### config.mk
export PLATFORM = sky130hd
export DESIGN_NAME = uart_tx_arb
export DESIGN_NICKNAME = d
export VERILOG_FILES = /design/src/rtl/uart_tx_arb.sv
export SDC_FILE = /design/constraint.sdc
export NUM_CORES = 1
export LEC_CHECK = 0
export CAP_MARGIN = 20
export CORE_MARGIN = 8
export CORE_UTILIZATION = 34
export DETAILED_ROUTE_END_ITERATION = 10
export HOLD_SLACK_MARGIN = 0.02
export PLACE_DENSITY = 0.73
export SKIP_CTS_REPAIR_TIMING = 1
export SLEW_MARGIN = 20
export SYNTH_ARGS = -nofsm -noshare
export SYNTH_HDL_FRONTEND = slang
export SYNTH_SLANG_ARGS = --single-unit
### constraint.sdc
create_clock -name clk -period 1.4 [get_ports clk]
set_input_delay 0.42 -clock clk [delete_from_list [all_inputs] [get_ports clk]]
set_output_delay 0.42 -clock clk [all_outputs]
set_load 0.1 [all_outputs]
### src/rtl/uart_tx_arb.sv
// Round-robin arbiter sharing one UART TX core among N_REQ byte sources; a winner keeps the
// transmitter until its `last` byte is sent. Define TX_ARB_TIMEOUT_EN to build the HOLD stall timeout.
module uart_tx_arb #(
  parameter int N_REQ   = 2,
  parameter int TIMEOUT = 100000000
) (
  input  logic               clk,
  input  logic               rst,
  input  logic [N_REQ-1:0]   req_valid,
  input  logic [8*N_REQ-1:0] req_data,
  input  logic [N_REQ-1:0]   req_last,
  output logic [N_REQ-1:0]   req_ready,
  output logic [N_REQ-1:0]   grant,
  output logic [7:0]         tx_data,
  output logic               tx_start,
  input  logic               tx_busy,
  output logic               lock_drop
);
  localparam int IW = (N_REQ > 2) ? 2 : 1;

  typedef enum logic [1:0] {IDLE, START, WAIT, HOLD} state_t;

  if (N_REQ < 2 || N_REQ > 4) begin : g_bad_n_req
    $error("uart_tx_arb: N_REQ must be in 2..4");
  end
  if (TIMEOUT < 1 || TIMEOUT > 134217727) begin : g_bad_timeout
    $error("uart_tx_arb: TIMEOUT must be in 1..2^27-1");
  end

  state_t        state;
  logic [IW-1:0] rr_ptr, owner, win, sel, cand;
  logic          win_found, accept, last_q;
  logic [7:0]    lane [N_REQ];

  function automatic logic [IW-1:0] next_idx(input logic [IW-1:0] idx);
    return (int'(idx) == N_REQ - 1) ? '0 : idx + 1'b1;
  endfunction

  always_comb begin
    for (int i = 0; i < N_REQ; i++) lane[i] = req_data[8*i +: 8];
  end

  // NOTE: every signal written here gets a default first, so no latch can be inferred.
  always_comb begin
    win       = '0;
    win_found = 1'b0;
    cand      = '0;
    // Scan downward so the requester closest to rr_ptr is the last (winning) assignment.
    for (int k = N_REQ - 1; k >= 0; k--) begin
      cand = IW'((int'(rr_ptr) + k) % N_REQ);
      if (req_valid[cand]) begin
        win       = cand;
        win_found = 1'b1;
      end
    end
  end

  always_comb begin
    req_ready = '0;
    accept    = 1'b0;
    sel       = win;
    if (state == IDLE && win_found) begin
      accept = 1'b1;
    end else if (state == HOLD && req_valid[owner]) begin
      accept = 1'b1;
      sel    = owner;
    end
    if (accept) req_ready[sel] = 1'b1;
  end

`ifdef TX_ARB_TIMEOUT_EN
  logic [26:0] hold_cnt;
`else
  assign lock_drop = 1'b0;
`endif

  // NOTE: reset is synchronous, so it is tested inside the clocked block rather than in the sensitivity list.
  always_ff @(posedge clk) begin
    if (rst) begin
      state    <= IDLE;
      rr_ptr   <= '0;
      owner    <= '0;
      last_q   <= 1'b0;
      grant    <= '0;
      tx_data  <= '0;
      tx_start <= 1'b0;
`ifdef TX_ARB_TIMEOUT_EN
      lock_drop <= 1'b0;
      hold_cnt  <= '0;
`endif
    end else begin
      tx_start <= 1'b0;
`ifdef TX_ARB_TIMEOUT_EN
      lock_drop <= 1'b0;
`endif
      if (accept) begin
        tx_data  <= lane[sel];
        last_q   <= req_last[sel];
        owner    <= sel;
        grant    <= {{(N_REQ-1){1'b0}}, 1'b1} << sel;
        tx_start <= 1'b1;
        state    <= START;
      end else begin
        case (state)
          START: state <= WAIT;
          WAIT: begin
            if (!tx_busy) begin
              if (last_q) begin
                state  <= IDLE;
                grant  <= '0;
                rr_ptr <= next_idx(owner);
              end else begin
                state <= HOLD;
`ifdef TX_ARB_TIMEOUT_EN
                hold_cnt <= '0;
`endif
              end
            end
          end
`ifdef TX_ARB_TIMEOUT_EN
          HOLD: begin
            // Owner went quiet mid-message: release the lock and move the pointer past it.
            if (hold_cnt == 27'(TIMEOUT - 1)) begin
              lock_drop <= 1'b1;
              state     <= IDLE;
              grant     <= '0;
              rr_ptr    <= next_idx(owner);
            end else begin
              hold_cnt <= hold_cnt + 1'b1;
            end
          end
`endif
          default: ;
        endcase
      end
    end
  end
endmodule

* Word-level counts from Yosys, hierarchy flattened *
Index checks and enable logic that the tools add are counted.

storage, ports and cells
  output and inout port bits = 14
  register bits after elaboration = 16
  logic and storage cells = 71

cells by class
  bitwise logic cells = 3
  eq/ne operators = 6
  reductions and logical operators = 13
  mux-type cells = 32
  magnitude comparators = 6
  add/subtract/negate cells = 2
  shift-type cells = 1

operators by type and width
  operator                                                              number
  8-bit two-way mux                                                     3
  1-bit two-way mux                                                     20
  2-bit two-way mux                                                     7
  1-bit by 2-bit < comparator with 1-bit output, second input constant  4
  2-bit nonzero test                                                    3
  2-bit == test, second input constant                                  2
  2-bit one-hot mux with 2 select lines                                 1
  2-bit AND reduction                                                   2
  4-bit AND reduction                                                   1
  1-bit logical AND                                                     3
  3-bit != test, second input constant                                  1
  3-bit AND reduction                                                   1
  3-bit nonzero test                                                    1
  1-bit adder, second input constant                                    2
  2-bit by 1-bit == test with 1-bit output, second input constant       1
  2-bit greater-or-equal comparator, second input constant              1
  2-bit zero test                                                       1
  2-bit by 1-bit != test with 1-bit output, second input constant       1
  2-bit != test, second input constant                                  1
  1-bit inverter                                                        2
  1-bit inverter with 2-bit output                                      1
  2-bit OR reduction                                                    1
  1-bit by 1-bit << shifter with 2-bit output, first input constant     1
  1-bit demux with 1-bit select                                         1
  1-bit greater-or-equal comparator, second input constant              1

* Longest topological paths before layout *
Gate-level depths: netlist of the first run.

  depth in word-level cells = 12
  depth in mapped cells = 5
  gate-level depth less buffers = 4

* Worst setup path before layout of the first run *
Ideal clock, no wire load.

  path kind = reg2out
  from = register state[1]
  to = output port req_ready[1]
  required time = 980 ps
  cell stages (with the launch flop) = 5
  arrival = 1591 ps
  slack = -611 ps
  path through = dfxtp_1 -> nand2_1 -> o2bb2ai_1 -> buf_2 -> and2_1

between the ends
  word-level cells in the longest chain between the ends = 9
  elaborated cells on any way between the ends = 14

ends and longest elaborated chain
  what                                                                                                                             line  RTL
  from (decl)                                                                                                                      30    state_t state;
  from (signal assigned)                                                                                                           80    state <= IDLE;
  from (signal assigned)                                                                                                           102   state <= START;
  from (signal assigned)                                                                                                           105   START: state <= WAIT;
  2-bit == test                                                                                                                    64    end else if (state == HOLD && req_valid[owner]) begin
  1-bit logical AND                                                                                                                64
  1-bit two-way mux                                                                                                                64
  1-bit two-way mux                                                                                                                62    if (state == IDLE && win_found) begin
  1-bit by 2-bit < comparator with 1-bit output (implied by the code) / 1-bit greater-or-equal comparator (equally long branches)  68    if (accept) req_ready[sel] = 1'b1;
  1-bit logical AND (implied by the code)                                                                                          68
  1-bit two-way mux (implied by the code)                                                                                          68
  1-bit demux with 1-bit select                                                                                                    68
  2-bit two-way mux (*)                                                                                                            68
  to (decl)                                                                                                                        12    output logic [N_REQ-1:0] req_ready,

Every way passes the cells marked *; elsewhere a longest branch is shown, timed or not.

* Final worst setup path of the first run *
  from = register state[1]
  to = output port req_ready[0]

Same word-level chain as after synthesis.

==> results of run 1 <==
-- routing by layer --
metal  up-vias  share of wire, %  global-route usage (%)  wire length, um
li1        386                 -                       -                -
met3         4               9.4                    5.85              239
met1       365                43                    14.5             1100
met5         -                 0                       0                0
met4         0               2.5                    6.82               63
met2        36                45                    19.5             1150
-- flip-flops by register name, summed over array words and instances, names as in the netlist --
signal and flops:
owner 1, state 2, tx_start 1, rr_ptr 1, tx_data 8, last_q 1, grant 2
-- cells by family after synthesis --
kind of cell / Yosys count
multiplexers: 1
flip-flops: 16
AO/OA/AOI/OAI: 29
buffers and inverters: 8
other: 1
AND/OR/NAND/NOR: 24
-- where the power goes --
group	internal, mW	total (mW)	switching [mW]	leakage, nW
Sequential	0.498	0.544	0.0456	0.133
Combinational	0.347	0.788	0.441	0.426
Clock	0.100	0.246	0.146	0.0138
-- critical path, cell delays in order (launching register included) --
cell	delay (ps)
dfxtp_4	360
a211o_1	300
a21boi_4	210
buf_12	200
-- through the flow --
stage	TNS (ps)	util (%)	cell area, um2
2_1_floorplan	-226	-	726
3_3_place_gp	-7550	64.6	1270
3_5_place_dp	-8070	64.6	1270
4_1_cts	-3650	65.8	1290
5_1_grt	-5330	73.3	1440
6_report	-4340	73.3	1440
-- area by class of cell --
class | instances | area share, %
Multi-Input combinational cell | 55 | 27.0
Inverter | 1 | 0.261
Sequential cell | 16 | 22.6
Clock buffer | 3 | 1.57
Timing Repair Buffer | 53 | 46.2
Tap cell | 27 | 2.35
-- worst paths after layout --
kind / to / cells after the start / start / slack [ps]
worst max-delay path: req_ready[0] / 3 / state[1] / -390
worst min-delay path: last_q / 2 / last_q / 490
worst max register to register: tx_data[1] / 10 / state[1] / -360
worst min register to register: last_q / 2 / last_q / 490
-- cell usage after synthesis (all sizes together) --
cell type / n
clkbuf: 1
a211oi: 1
o21ai: 1
nor3b: 1
nand2: 10
dfxtp: 16
a21boi: 1
a31oi: 1
a32oi: 10
a211o: 1
or2: 1
mux2i: 1
inv: 1
nand4bb: 1
o2bb2ai: 1
nor2: 7
buf: 6
conb: 1
a21oi: 12
a2bb2oi: 1
nand2b: 2
nand3b: 1
and2: 1
==> out/qor.txt, run 1 <==
Layout Area Growth over Synthesis - 103%
Post-Route Hold Slack - 493 ps
number of port buffers - 35
power consumption - 1.58 mW
post-synthesis xor/xnor area fraction - 0%
DRC Markers - 0
Detailed Place HPWL - 1830 um
top-level port count - 37
cell type with the highest aggregate area in the netlist - dfxtp_1
number of global-route vias before repair - 757
footprint of the flip-flops and latches - 325 um2
sum of routed wire length over all layers - 2550 um
die footprint - 3790 um2
Avg Cell Area, Syn - 8.95 um2
data required time of the critical path - 980 ps
multiplexer area fraction after synthesis - 1.42%
clock tree from TritonCTS - built
Core ar. - 1960 um2
RD Place Congestion - 0.848
final cycle utilization of the critical path - 128%
type of origin of the critical path - flop
number of warnings issued by yosys - 0
net count reported at finish - 153
unrepaired setup endpoints after global routing - true
number of optimization iterations in the first detailed-route pass - 4
setup violators final - 13
Sink Count - 16
Synth Instances - 79
Clock Skews - 8.73 ps
nets in the synthesized netlist - 102
post-route minimum period - 1790 ps
Hold Violations, Final - 0
area used by multi-input combinational logic - 388 um2
number of filler instances in the final layout - 156
maximum fanout count along the critical path - 4
antenna cells - 0
Power Dens Cells - 1100 nW/um2
most used cells in the layout excluding fill and tap cells - clkdlybuf4s50_1 (20), dfxtp_1 (14), buf_12 (13), a21oi_1 (12), buf_4 (11)
count of H-tree levels built during CTS - 1
data arrival time of the critical path - 1370 ps
average wire per cell in the routed design - 16.4 um
number of antenna violations at the first check in global routing - 0
gr ovfl total - 0
flip-flop and latch count after synthesis - 16
Overall Global Routing Usage - 12.8%
Compound-Gate Fraction of Synth Area - 29.7%
capturing element type of the critical path - output port
largest family of logic cells by synthesized area - compound AO/OA/AOI/OAI gates
number of antenna-violating nets in the routed design - 0
maximum buffer depth of the clock tree - 2
die width - 61.6 um
Non-Filler Instances - 155
leak pwr - 0.573 nW
clock-pin transition on the worst setup and hold timing paths - 80 ps
part of the Yosys area used for sequential elements - 45.3%
count of vias placed by the detailed router - 791
maximum vdd ir drop - 1.25 mV
setup slack after layout - -391 ps
root cell of the clock tree - clkbuf_4
status - finished with violations
adder and majority cell fraction of the synthesized area - 0%
biggest area contributors in the synthesized netlist - dfxtp_1 (45%), a32oi_1 (12%), a21oi_1 (8.5%)
effective utilization at floorplan - 36.0%
fraction of layout instances using a drive strength above 1 - 34.4%
max capacitance violation total - 0
class of the worst hold path - reg -> reg
top achievable clock speed - 0.558 GHz
area share of the leading cell type in the synthesized netlist - 45.3%
Synth cell types - 26
Die Ht - 61.6 um
simple-gate area share of the yosys netlist - 16.3%
clock latency on the worst-skew pair - 300 ps
commonest non-fill, non-tap cell in the layout - clkdlybuf4s50_1
worst slack after detailed placement - -589 ps
largest net degree at the start of global routing - 14
violations in the final reports - negative setup slack
Setup CP Type - reg -> out
wire length of the first global-routing pass - 3560 um
Cell Count Post-Placement - 145
CTS buffer count - 3
post-synthesis cell area - 707 um2
final max-slew violation count - 0
number of placement rows - 16
via density per instance - 5.10
iteration-0 DRC count of the detailed router - 17
No activity file was read; power rests on OpenSTA's default activity.
==> run 2, diff against run 1 <==
--- a/config.mk
+++ b/config.mk
@@ -5,12 +5,13 @@
 export SDC_FILE = /design/constraint.sdc
 export NUM_CORES = 1
 export LEC_CHECK = 0
+export ABC_AREA = 1
 export CAP_MARGIN = 20
 export CORE_MARGIN = 8
-export CORE_UTILIZATION = 34
+export CORE_UTILIZATION = 38
 export DETAILED_ROUTE_END_ITERATION = 10
 export HOLD_SLACK_MARGIN = 0.02
-export PLACE_DENSITY = 0.73
+export PLACE_DENSITY = 0.75
 export SKIP_CTS_REPAIR_TIMING = 1
 export SLEW_MARGIN = 20
 export SYNTH_ARGS = -nofsm -noshare
==> out/qor.txt, run 2 <==
Core ar. - 2230 um2 (was 1960 um2)
post-route cell area - 1560 um2 (was 1440 um2)
Net Sw Power - 0.724 mW (was 0.633 mW)
Hold Violations, Final - 0 (unchanged)
maximum buffer depth of the clock tree - 2 (unchanged)
clock-pin transition on the worst setup and hold timing paths - 100 ps (was 80 ps)
capturing element type of the critical path - output port (unchanged)
maximum vdd ir drop - 0.660 mV (was 1.25 mV)
Largest register FFs - 8 (unchanged)
CP cell instances - inv_6 > nand2_8 > nand2_4 > nand2_4 > nand2_8 > nand2_8 > inv_4 > nand2_4 > clkinvlp_4 > buf_12 (was a211o_1 > a21boi_4 > buf_12)
power consumption - 1.67 mW (was 1.58 mW)
Sink Count - 16 (unchanged)
count of vias placed by the detailed router - 949 (was 791)
registers with the most flip-flops - tx_data: 8 flops, grant: 2 flops, state: 2 flops (unchanged)
cell type with the highest aggregate area in the netlist - dfxtp_1 (unchanged)
Post-DP Area - 1490 um2 (was 1270 um2)
RD Place Congestion - 0.788 (was 0.848)
data arrival time of the critical path - 1430 ps (was 1370 ps)
status - finished with violations (unchanged)
number of antenna-violating nets in the routed design - 0 (unchanged)
Post-Route Hold Slack - 512 ps (was 493 ps)
clock latency on the worst-skew pair - 280 ps (was 300 ps)
post-synthesis xor/xnor area fraction - 0% (unchanged)
Layout Utilization - 69.9% (was 73.3%)
effective utilization at floorplan - 40.7% (was 36.0%)
Switching Fraction - 43.3% (was 40.1%)
largest family of logic cells by synthesized area - simple AND/OR/NAND/NOR gates (was compound AO/OA/AOI/OAI gates)
Layout Area Growth over Synthesis - 71.8% (was 103%)
setup violators final - 6 (was 13)
gr ovfl total - 0 (unchanged)
Internal Dissipation - 0.946 mW (was 0.945 mW)
Overall Global Routing Usage - 12.6% (was 12.8%)
combinational group share of total power - 51.8% (was 49.9%)
largest incremental delay on the critical path - 400 ps (was 360 ps)
EDFF count, synth - 0 (unchanged)
worst slack after detailed placement - -823 ps (was -589 ps)
maximum fanout count along the critical path - 4 (unchanged)
die footprint - 4210 um2 (was 3790 um2)
number of antenna violations at the first check in global routing - 0 (unchanged)
most used cells in the layout excluding fill and tap cells - nand2_1 (23), clkdlybuf4s50_1 (20), nand3_1 (17), dfxtp_1 (14), buf_4 (14) (was clkdlybuf4s50_1 (20), dfxtp_1 (14), buf_12 (13), a21oi_1 (12), buf_4 (11))
part of the Yosys area used for sequential elements - 35.3% (was 45.3%)
top-level port count - 37 (unchanged)
antenna cells - 0 (unchanged)
post-route minimum period - 1850 ps (was 1790 ps)
DRC Markers - 0 (unchanged)
biggest area contributors in the synthesized netlist - dfxtp_1 (35%), nand2_1 (9.9%), nand3_1 (9.4%) (was dfxtp_1 (45%), a32oi_1 (12%), a21oi_1 (8.5%))
Clock Skews - 5.47 ps (was 8.73 ps)
wire length of the first global-routing pass - 4350 um (was 3560 um)
sum of routed wire length over all layers - 2600 um (was 2550 um)
Synth Instances - 117 (was 79)
most frequent cell after synthesis - nand2_1 (was dfxtp_1)
Setup CP Type - reg -> out (unchanged)
Die Ht - 64.9 um (was 61.6 um)
share of total power in sequential cells - 33.2% (was 34.5%)
simple-gate area share of the yosys netlist - 45.0% (was 16.3%)
async set-or-reset flop fraction in the synthesized netlist - 0% (unchanged)
Avg Cell Area, Syn - 7.76 um2 (was 8.95 um2)
multiplexer area fraction after synthesis - 0% (was 1.42%)
Synth cell types - 22 (was 26)
Post-synth top flop - dfxtp_1 (unchanged)
flip-flop and latch count after synthesis - 16 (unchanged)
Compound-Gate Fraction of Synth Area - 4.96% (was 29.7%)
die width - 64.9 um (was 61.6 um)
average wire per cell in the routed design - 13.5 um (was 16.4 um)
root cell of the clock tree - clkbuf_4 (unchanged)
clock tree from TritonCTS - built (unchanged)
count of H-tree levels built during CTS - 1 (unchanged)
via density per instance - 4.94 (was 5.10)
commonest non-fill, non-tap cell in the layout - nand2_1 (was clkdlybuf4s50_1)
CTS buffer count - 3 (unchanged)
Power Dens Cells - 1070 nW/um2 (was 1100 nW/um2)
violations in the final reports - negative setup slack (unchanged)
Largest Register - tx_data (unchanged)
unrepaired setup endpoints after global routing - true (unchanged)
fraction of layout instances using a drive strength above 1 - 34.1% (was 34.4%)
Detailed Place HPWL - 2080 um (was 1830 um)
CP bufs+invs - 4 (was 1)
Commonest cells post-synth - nand2_1 (24), nand3_1 (17), dfxtp_1 (16), inv_1 (13), nand4_1 (8) (was dfxtp_1 (16), a21oi_1 (12), a32oi_1 (10), nand2_1 (10), nor2_1 (7))
leak pwr - 0.726 nW (was 0.573 nW)
max capacitance violation total - 0 (unchanged)
post-synthesis cell area - 908 um2 (was 707 um2)
area share of the leading cell type in the synthesized netlist - 35.3% (was 45.3%)
largest net degree at the start of global routing - 14 (unchanged)
highest-delay cell along the critical path - dfxtp_4 (unchanged)
type of origin of the critical path - flop (unchanged)
number of port buffers - 35 (unchanged)
net count reported at finish - 188 (was 153)
nets in the synthesized netlist - 140 (was 102)
iteration-0 DRC count of the detailed router - 16 (was 17)
data required time of the critical path - 980 ps (about the same)
clock network fraction of design power - 15.0% (was 15.6%)
number of global-route vias before repair - 1,010 (was 757)
final max-slew violation count - 0 (unchanged)
final cycle utilization of the critical path - 132% (was 128%)
number of warnings issued by yosys - 0 (unchanged)
number of placement rows - 17 (was 16)
adder and majority cell fraction of the synthesized area - 0% (unchanged)
number of optimization iterations in the first detailed-route pass - 4 (unchanged)
setup slack after layout - -448 ps (was -391 ps)
family with the most delay on the worst path - simple AND/OR/NAND/NOR gates (was compound AO/OA/AOI/OAI gates)
top achievable clock speed - 0.541 GHz (was 0.558 GHz)
class of the worst hold path - reg -> reg (unchanged)
==> run 2: changes by cell type in the layout (fill, tap and decap cells not counted), moves of 8 or more <==
cell and delta:
a32oi_1 -8, inv_1 +10, nand2_1 +14, nand4_1 +8
nand3_1 +17, a21oi_1 -9
==> run 2: cells by family after synthesis <==
kind of cell,after synthesis
flip-flops,16
buffers and inverters,23
other,1
AO/OA/AOI/OAI,8
AND/OR/NAND/NOR,69
==> run 2: power groups by stage <==
stage          clock network [mW]  registers [mW]  logic [mW]
2_1_floorplan                   0           0.786       0.315
3_3_place_gp                    0           0.563       0.839
3_5_place_dp                    0           0.565       0.850
4_1_cts                     0.261           0.554       0.852
5_1_grt                     0.284           0.560       0.909
6_report                    0.250           0.555       0.865
==> run 2: cell type report <==
cell class / count / area [um2]
clock buffer: 4 / 26.3
fill: 164 / 673
timing repair buffer: 49 / 591
tap: 28 / 35.0
multi-input combinational: 78 / 498
inverter: 17 / 85.1
sequential: 16 / 325
==> run 2: layer usage <==
| metal | track usage [%] | wire [um] | vias to the layer above |
|---|---|---|---|
| met5 | 0 | 0 | - |
| li1 | - | - | 472 |
| met3 | 5.15 | 189 | 6 |
| met4 | 4.36 | 49 | 0 |
| met1 | 13.5 | 991 | 445 |
| met2 | 21.7 | 1370 | 26 |
==> run 2: per-stage QoR <==
| stage | TNS [ps] | instances |
|---|---|---|
| 2_1_floorplan | -1140 | 117 |
| 3_3_place_gp | -10130 | 187 |
| 3_5_place_dp | -10470 | 187 |
| 4_1_cts | -5980 | 191 |
| 5_1_grt | -1600 | 192 |
| 6_report | -912 | 192 |
==> run 2: worst min-delay path: stages, from the launching register on <==
cell	delay (ps)
dfxtp_1	350
nand3_1	80
nand2_1	50
==> run 2: final timing paths <==
path / end / startpoint / depth (start not counted) / slack (ps)
setup / recovery: req_ready[1] / owner / 10 / -450
hold / removal: tx_data[3] / tx_data[3] / 2 / 510
setup reg to reg: tx_data[7] / owner / 11 / -10
hold reg to reg: tx_data[3] / tx_data[3] / 2 / 510
